--- config.mk ---
export PLATFORM = sky130hd
export DESIGN_NAME = hqc_ss_uart_tx
export DESIGN_NICKNAME = d
export VERILOG_FILES = /design/src/rtl/hqc_uart_pkg.sv /design/src/rtl/uart_tx_byte.sv /design/src/rtl/hqc_ss_uart_tx.sv
export SDC_FILE = /design/constraint.sdc
export NUM_CORES = 1
export LEC_CHECK = 0
export BUFFER_PORTS_ARGS = -buffer_cell sky130_fd_sc_hd__buf_4
export CORE_MARGIN = 5
export CORE_UTILIZATION = 30
export CTS_CLUSTER_SIZE = 25
export DETAILED_ROUTE_END_ITERATION = 10
export PLACE_DENSITY_LB_ADDON = 0.2
export SLEW_MARGIN = 20
export SYNTH_ARGS = -nofsm -noshare
export SYNTH_HDL_FRONTEND = slang
export SYNTH_SLANG_ARGS = --single-unit
export TNS_END_PERCENT = 10
--- constraint.sdc ---
create_clock -name clk -period 2.5 [get_ports clk]
set_input_delay 0.125 -clock clk [delete_from_list [all_inputs] [get_ports clk]]
set_output_delay 0.125 -clock clk [all_outputs]
set_load 0.005 [all_outputs]
--- src/rtl/hqc_uart_pkg.sv ---
// HQC UART link: shared constants, frame layout and FSM encoding.
// Used by both the CT/SK loader and the shared-secret return path.
package hqc_uart_pkg;

  localparam int HQC_SS_WORDS = 8;
  localparam int HQC_SS_BYTES = HQC_SS_WORDS * 8;

  localparam int   FRAME_BITS = 10;
  localparam logic START_BIT  = 1'b0;
  localparam logic STOP_BIT   = 1'b1;

  typedef enum logic [2:0] {
    ST_IDLE,
    ST_FETCH,
    ST_LATCH,
    ST_SEND,
    ST_DRAIN,
    ST_FIN
  } ss_state_t;

  function automatic int clks_per_bit(
    input int clk_freq,
    input int baud
  );
    return clk_freq / baud;
  endfunction

endpackage

--- src/rtl/uart_tx_byte.sv ---
// UART 8N1 byte serializer: baud counter plus 10-bit frame shifter.
// ready also rises in the last stop-bit cycle so frames can abut.
module uart_tx_byte
  import hqc_uart_pkg::*;
#(
  parameter int CLKS_PER_BIT = 434
) (
  input  logic       clk,
  input  logic       rst,
  input  logic       valid,
  input  logic [7:0] data,
  output logic       ready,
  output logic       tx
);

  localparam int CNT_W =
    (CLKS_PER_BIT > 1) ? $clog2(CLKS_PER_BIT) : 1;
  localparam logic [CNT_W-1:0] CNT_MAX =
    CNT_W'(CLKS_PER_BIT - 1);
  localparam logic [3:0] LAST_BIT = 4'(FRAME_BITS - 1);

  logic [FRAME_BITS-1:0] shreg;
  logic [3:0]            bit_idx;
  logic [CNT_W-1:0]      baud_cnt;
  logic                  active;
  logic                  tick;
  logic                  frame_end;

  assign tick      = baud_cnt == CNT_MAX;
  assign frame_end = active && tick && (bit_idx == LAST_BIT);
  assign ready     = !active || frame_end;
  assign tx        = shreg[0];

  // Idle shifter holds all ones, so tx idles high straight out of reset.
  always_ff @(posedge clk or posedge rst) begin
    if (rst) begin
      shreg    <= '1;
      bit_idx  <= '0;
      baud_cnt <= '0;
      active   <= 1'b0;
    end else if (valid && ready) begin
      shreg    <= {STOP_BIT, data, START_BIT};
      bit_idx  <= '0;
      baud_cnt <= '0;
      active   <= 1'b1;
    end else if (active) begin
      if (tick) begin
        baud_cnt <= '0;
        shreg    <= {1'b1, shreg[FRAME_BITS-1:1]};
        bit_idx  <= bit_idx + 4'd1;
        if (bit_idx == LAST_BIT) begin
          active <= 1'b0;
        end
      end else begin
        baud_cnt <= baud_cnt + CNT_W'(1);
      end
    end
  end

endmodule

--- src/rtl/hqc_ss_uart_tx.sv ---
// HQC decap return path: streams ss_mem over UART 8N1, byte0 = word[7:0].
// Next word is fetched while byte 7 of the current word is on the line.
module hqc_ss_uart_tx
  import hqc_uart_pkg::*;
#(
  parameter int CLK_FREQ = 50_000_000,
  parameter int BAUD     = 115_200,
  parameter int SS_WORDS = HQC_SS_WORDS,
  parameter int ADDR_W   =
    (SS_WORDS > 1) ? $clog2(SS_WORDS) : 1
) (
  input  logic              clk,
  input  logic              rst,
  input  logic              start,
  output logic              mem_en,
  output logic [ADDR_W-1:0] mem_addr,
  input  logic [63:0]       mem_rdata,
  output logic              tx,
  output logic              busy,
  output logic              done
);

  localparam int CPB = clks_per_bit(CLK_FREQ, BAUD);
  localparam logic [ADDR_W-1:0] LAST_WORD =
    ADDR_W'(SS_WORDS - 1);

  ss_state_t         state;
  ss_state_t         state_nx;
  logic [63:0]       word_q;
  logic [2:0]        byte_idx;
  logic [ADDR_W-1:0] word_cnt;
  logic              byte_valid;
  logic              byte_ready;
  logic              byte_take;
  logic [7:0]        byte_data;
  logic              last_byte;
  logic              last_word;
  logic              launch;

  assign byte_take = byte_valid && byte_ready;
  assign last_byte = byte_idx == 3'd7;
  assign last_word = word_cnt == LAST_WORD;
  assign launch    = start &&
    (state == ST_IDLE || state == ST_FIN);
  assign byte_data = word_q[{byte_idx, 3'b000} +: 8];
  assign mem_addr  = word_cnt;

  always_ff @(posedge clk or posedge rst) begin
    if (rst) begin
      state <= ST_IDLE;
    end else begin
      state <= state_nx;
    end
  end

  always_comb begin
    state_nx = state;
    unique case (state)
      ST_IDLE: begin
        if (start) state_nx = ST_FETCH;
      end
      ST_FETCH: state_nx = ST_LATCH;
      ST_LATCH: state_nx = ST_SEND;
      ST_SEND: begin
        if (byte_take && last_byte) begin
          state_nx = last_word ? ST_DRAIN : ST_FETCH;
        end
      end
      ST_DRAIN: begin
        if (byte_ready) state_nx = ST_FIN;
      end
      ST_FIN: state_nx = start ? ST_FETCH : ST_IDLE;
      default: state_nx = ST_IDLE;
    endcase
  end

  always_comb begin
    mem_en     = 1'b0;
    busy       = 1'b0;
    done       = 1'b0;
    byte_valid = 1'b0;
    unique case (state)
      ST_IDLE: ;
      ST_FETCH: begin
        mem_en = 1'b1;
        busy   = 1'b1;
      end
      ST_LATCH: busy = 1'b1;
      ST_SEND: begin
        busy       = 1'b1;
        byte_valid = 1'b1;
      end
      ST_DRAIN: busy = 1'b1;
      ST_FIN:   done = 1'b1;
      default: ;
    endcase
  end

  // word_cnt doubles as mem_addr, so it only moves on a fetch or a launch.
  always_ff @(posedge clk or posedge rst) begin
    if (rst) begin
      word_q   <= '0;
      byte_idx <= '0;
      word_cnt <= '0;
    end else begin
      if (launch) begin
        word_cnt <= '0;
      end else if (byte_take && last_byte && !last_word) begin
        word_cnt <= word_cnt + ADDR_W'(1);
      end
      if (state == ST_LATCH) begin
        word_q   <= mem_rdata;
        byte_idx <= '0;
      end else if (byte_take) begin
        byte_idx <= byte_idx + 3'd1;
      end
    end
  end

  uart_tx_byte #(
    .CLKS_PER_BIT(CPB)
  ) u_tx_byte (
    .clk  (clk),
    .rst  (rst),
    .valid(byte_valid),
    .data (byte_data),
    .ready(byte_ready),
    .tx   (tx)
  );

endmodule

# After elaboration in Yosys (flattened, before gate mapping)

Cells that the tools add are included.

Flip-flop bits (word level): 97
Bits in latches: 0
Bits in writable memories: 0
Memory bits (read-only): 0
Input bits: 67
Output and inout bits: 7
Logic and storage cells: 70
Memories: 0

Add/subtract/negate cells: 4
Multipliers: 0
Divide/modulo/power cells: 0
Order comparisons: 0
Eq/ne operators: 12
Shifts and indexed selects: 1
Multiplexer cells: 27
Bitwise gates (word level): 0
Reduce and logical (&&, ||, !) cells: 18

Operators by type and width:

| cell                | count |
|---|---|
| $shiftx 64x7->8     | 1 |
| $mux 10             | 3 |
| $mux 9              | 3 |
| $mux 3              | 8 |
| $pmux 3 s6          | 1 |
| $eq 3x3->1 const B  | 4 |
| $mux 4              | 3 |
| $add 9x1->9 const B | 1 |
| $eq 9x9->1 const B  | 1 |
| $mux 1              | 9 |
| $reduce_bool 2->1   | 4 |
| $add 3x1->3 const B | 2 |
| $eq 3x2->1 const B  | 2 |
| $logic_and 1x1->1   | 6 |
| $add 4x1->4 const B | 1 |
| $eq 4x4->1 const B  | 1 |
| $ne 2x2->1 const B  | 2 |
| $reduce_or 4->1     | 1 |
| $eq 3x1->1 const B  | 1 |
| $logic_not 3->1     | 1 |
| $reduce_and 3->1    | 1 |
| $logic_not 1->1     | 2 |
| $logic_or 1x1->1    | 2 |
| $ne 2x1->1 const B  | 1 |
| $reduce_and 2->1    | 1 |

# Logic depth before layout (Yosys ltp)

Depth after elaboration: 9
Depth in mapped cells: 8
Mapped depth without buffers: 6

# Hierarchy

Synthesis repeated with hierarchy kept, for this count alone.

Cell total of the unflattened synthesis: 501
Area total of the unflattened synthesis: 4,906.0 um^2

By module, submodules not included:

| module         | times used | cells each | area each (um^2) | sequential area each (um^2) |
|---|---|---|---|---|
| hqc_ss_uart_tx | 1          | 357        | 3,512.1          | 1,826.8 |
| uart_tx_byte   | 1          | 144        | 1,393.8          | 586.8 |

# Worst setup path after synthesis

Ideal clock, no wire load.

Path type: reg2reg
From: register u_tx_byte.baud_cnt[0]
To: register u_tx_byte.bit_idx[1]
Library setup time: 82 ps
Arrival: 1,576 ps
Required time: 2,418 ps
Slack: 842 ps
Stages on the path, launching flop included: 8
Path buffers: 2
Period minus slack after synthesis: 1,658 ps
Cell sequence: dfrtp_1 -> ha_1 -> and4b_4 -> and3_4 -> buf_6 -> or2_1 -> buf_6 -> o22ai_1

Word-level cells in the longest chain between the ends: 7
Elaborated cells on any way between the ends: 9
Those cells by class: eq/ne (1); mux (1); reduce/logical (7)

Ends and longest elaborated chain:

| what                               | line               | text |
|---|---|---|
| from (decl)                        | uart_tx_byte.sv:24 | `logic [CNT_W-1:0] baud_cnt;` |
| from (signal assigned)             | uart_tx_byte.sv:55 | `baud_cnt <= baud_cnt + CNT_W'(1);` |
| $eq 9x9->1 *                       | uart_tx_byte.sv:29 | `assign tick = baud_cnt == CNT_MAX;` |
| $logic_and 1x1->1 (2 in series)    | uart_tx_byte.sv:30 | `assign frame_end = active && tick && (bit_idx == LAST_BIT);` |
| $logic_or 1x1->1                   | uart_tx_byte.sv:31 | `assign ready = !active \|\| frame_end;` |
| $logic_and 1x1->1                  | uart_tx_byte.sv:41 | `end else if (valid && ready) begin` |
| $reduce_bool 2->1 (no source line) | --                 |  |
| $reduce_and 2->1 (no source line)  | --                 |  |
| to (signal assigned)               | uart_tx_byte.sv:50 | `bit_idx <= bit_idx + 4'd1;` |
| to (decl)                          | uart_tx_byte.sv:23 | `logic [3:0] bit_idx;` |

Every way passes the cells marked *; elsewhere a longest branch is shown, timed or not.
A chain may end at the register's enable or synchronous reset.

# Worst setup path in the final report

From: register u_tx_byte.baud_cnt[0]
To: register u_tx_byte.shreg[5]

Word-level cells in the longest chain between the ends: 7
Elaborated cells on any way between the ends: 9
Those cells by class: eq/ne (1); mux (1); reduce/logical (7)

Ends and longest elaborated chain:

| what                               | line               | text |
|---|---|---|
| $eq 9x9->1 *                       | uart_tx_byte.sv:29 |  |
| $logic_and 1x1->1 (2 in series)    | uart_tx_byte.sv:30 |  |
| $logic_or 1x1->1                   | uart_tx_byte.sv:31 |  |
| $logic_and 1x1->1                  | uart_tx_byte.sv:41 |  |
| $reduce_bool 2->1 (no source line) | --                 |  |
| $reduce_and 2->1 (no source line)  | --                 |  |
| to (signal assigned)               | uart_tx_byte.sv:42 | `shreg <= {STOP_BIT, data, START_BIT};` |
| to (signal assigned)               | uart_tx_byte.sv:49 | `shreg <= {1'b1, shreg[FRAME_BITS-1:1]};` |
| to (decl)                          | uart_tx_byte.sv:22 | `logic [FRAME_BITS-1:0] shreg;` |

Marks and branches as above.

==> flow_metrics.env <==
export IMPL_period_needed_ns=1.96
export IMPL_die_area_um2=17900
export IMPL_p_comb_share_pct=18.4
export IMPL_critPathRequiredTime_ns=2.77
export IMPL_worstPathArrival_ns=2.23
export IMPL_overflow=0
export IMPL_drv_slew=0
export IMPL_initial_core_util_pct=30.4
export IMPL_postSynthAreaPerCell_um2=13.5
export IMPL_synth_area_leaders="dfrtp_1 (47%), mux2_2 (16%), mux4_2 (7.8%)"
export IMPL_layout_nets=544
export IMPL_synth_edf_count=0
export IMPL_tns_ns=0
export IMPL_cts_sinks=96
export IMPL_grt_pass1_vias=3346
export IMPL_synthToLayoutAreaGrowth_pct=36.2
export IMPL_antenna_found_initial=0
export IMPL_routedWlPerCell_um=16.2
export IMPL_clockRootBuffer="clkbuf_16"
export IMPL_wirelength_mm=10.8
export IMPL_drive_gt1_share_pct=41.1
export IMPL_yosys_area_top_type="dfrtp_1"
export IMPL_outcome="complete, no violations"
export IMPL_peakVddDrop_uv=337
export IMPL_seqPwrFrac_pct=46.1
export IMPL_crit_type="register to register"
export IMPL_clk_latency_ns=0.35
export IMPL_layout_setup_ws_ns=0.539
export IMPL_start_kind="register"
export IMPL_syn_area_um2=4610
export IMPL_synth_top_area_share_pct=47.3
export IMPL_endpoint_kind="register"
export IMPL_cp_max_fo=8
export IMPL_syn_inst=342
export IMPL_rsz0062_at_grt="false"
export IMPL_portBuffers=73
export IMPL_power_switching_mw=1.10
export IMPL_final_area_um2=6270
export IMPL_drc=0
export IMPL_h_tree_depth=3
export IMPL_first_pass_iters=4
export IMPL_tritoncts="done"
export IMPL_clockPowerShare_pct=35.5
export IMPL_p_sw_share_pct=25.7
export IMPL_via_per_inst=4.83
export IMPL_grt_pass1_wl_mm=17.9
export IMPL_hold_ws_ns=0.0138
export IMPL_dp_slack_ns=0.560
export IMPL_clkTransAtPathRegs_ns=0.07
export IMPL_p_per_area_nw_per_um2=682
export IMPL_ys_flop_type="dfrtp_1"
export IMPL_skew_ns=0.00714
export IMPL_drtIter0Drc=210
export IMPL_max_freq_mhz=510
export IMPL_syn_num_nets=417
export IMPL_grt_max_degree=73
export IMPL_slew_headroom_pct=58.5
export IMPL_ys_warnings_count=0
export IMPL_intPower_mw=3.18
export IMPL_fp_coreArea_um2=15100
export IMPL_drtAntennaViolNets=0
export IMPL_dpl_hpwl_mm=7.38
export IMPL_dpl_instance_area_um2=5420
export IMPL_worstMarginPinSlew_ns=0.621
export IMPL_grt_usage_pct=12.6
export IMPL_cts_buffer_depth=2
export IMPL_ys_seq_area_share_pct=52.4
export IMPL_yosysUniqueCellTypes=45
export IMPL_async_flop_share_pct=100
export IMPL_drv_cap=0
export IMPL_std_cell_rows=45
export IMPL_cts_made_buffers=9
export IMPL_synth_ff_latch_count=96
export IMPL_setup_violations_final=0
export IMPL_antenna_cells=0
export IMPL_fp_dieH_um=134
export IMPL_io_pin_count=74
export IMPL_num_vias=3199
export IMPL_die_w_um=134
export IMPL_hold_path_class="input port to register"
export IMPL_hold_viol_final=0
export IMPL_leakage_nw=2.74
export IMPL_fin_crit_sh_pct=78.5
export IMPL_gp_congestion=0.714
## Yosys cell counts (all sizes together), types with 4 or more instances
library cell / number
dfrtp: 87
mux2: 64
o211ai: 4
ha: 8
and4: 4
nand3: 10
a21oi: 5
mux2i: 12
o221ai: 7
nor2: 14
inv: 6
buf: 16
mux4: 16
clkbuf: 5
dfstp: 9
xor2: 9
o21ai: 10
nand2: 21
nand4: 4
## metal layers
metal | global-route usage [%] | routed length [µm] | vias to the layer above
met4 | 4.97 | 194 | 0
li1 | - | - | 1517
met3 | 2.78 | 438 | 15
met1 | 16.1 | 4810 | 1610
met5 | 0 | 0 | -
met2 | 20.8 | 5310 | 57
## final cells by class
type / count / area, µm²
clock inverters: 7 / 101
clock buffers: 9 / 225
flip-flops and latches: 96 / 2410
multi-input cells: 219 / 2060
repair buffers: 137 / 1210
inverters: 6 / 26.3
fillers: 1434 / 8870
well taps: 188 / 235
## registers in the layout (all words and copies together) (netlist names)
signal and cells:
u_tx_byte.active 1, word_q 64, u_tx_byte.baud_cnt 9, u_tx_byte.bit_idx 4, u_tx_byte.shreg 9, byte_idx 3, mem_addr 3, state 3
## critical path, cell delays in order (launching register included)
cell and delay (ns):
dfrtp_1 0.44, ha_1 0.21, nand4b_1 0.23, nor4_1 0.49, nor2_1 0.27, o221ai_1 0.23
## timing repair
action,in CTS,in global routing
resized for setup,0,0
setup buffers,0,0
hold buffers,53,0
endpoints found under the hold margin,76,0
## per-stage QoR
step	total power, mW	util (%)	instances
2_1_floorplan	2.47	-	342
4_1_cts	4.36	41.4	662
3_5_place_dp	2.74	35.8	593
5_1_grt	4.51	41.4	662
6_report	4.28	41.4	662
3_3_place_gp	2.72	35.8	593
## power groups by stage
stage          logic [mW]  registers, mW  clock network (mW)
6_report            0.789           1.97                1.52
4_1_cts             0.809           1.97                1.57
3_5_place_dp        0.740           2.00                   0
2_1_floorplan       0.533           1.94                   0
5_1_grt             0.873           2.01                1.63
3_3_place_gp        0.729           1.99                   0
## path summary, 6_finish.rpt
path	end	depth (start not counted)	start	slack (ns)
min in group asynchronous	word_q[31]$_DFFE_PP0P_	3	rst	0.42
max in group asynchronous	u_tx_byte.shreg[3]$_DFFE_PP1P_	4	rst	1.30
hold / removal	word_q[52]$_DFFE_PP0P_	2	mem_rdata[52]	0.01
setup / recovery	u_tx_byte.shreg[5]$_DFFE_PP1P_	5	u_tx_byte.baud_cnt[0]$_DFFE_PP0P_	0.54
setup reg to reg	u_tx_byte.shreg[5]$_DFFE_PP1P_	5	u_tx_byte.baud_cnt[0]$_DFFE_PP0P_	0.54
hold reg to reg	u_tx_byte.shreg[0]$_DFFE_PP1P_	2	u_tx_byte.shreg[0]$_DFFE_PP1P_	0.48
## placed cells by master (no fill, tap or decap), types with 2 or more instances in the layout
master         Yosys  routed
dfrtp_1           87      87
buf_4              2      80
mux2_2            64      64
dlygate4sd3_1      0      53
nand2_1           21      21
mux4_2            16      16
nor2_1            14      14
mux2i_1           12      12
nand3_1           10      10
xor2_1             9       9
o21ai_0            9       9
clkbuf_16          0       9
dfstp_2            9       9
ha_1               8       8
o221ai_1           7       7
inv_1              6       5
a21oi_1            5       5
nand4_1            4       4
and4_1             4       4
o211ai_1           4       4
buf_12             0       4
nand4b_1           3       3
nand2b_1           3       3
nand3b_1           2       2
and3b_1            2       2
and3_1             2       2
a2bb2oi_1          2       2
o2111ai_1          2       2
clkinvlp_4         0       2
bufinv_16          0       2
inv_6              0       2
## logic make-up (layout without fill, tap and decap cells)
group / count (synthesis) / in the layout / share of synthesized area, %
fa+ha+maj: 8 / 8 / 2.17
buf+inv: 27 / 159 / 2.99
compound gates: 32 / 32 / 4.97
xor+xnor: 10 / 10 / 1.90
simple gates: 77 / 77 / 9.48
mux: 92 / 92 / 26.1
flops: 96 / 96 / 52.4
No activity file was read; power rests on OpenSTA's default activity.
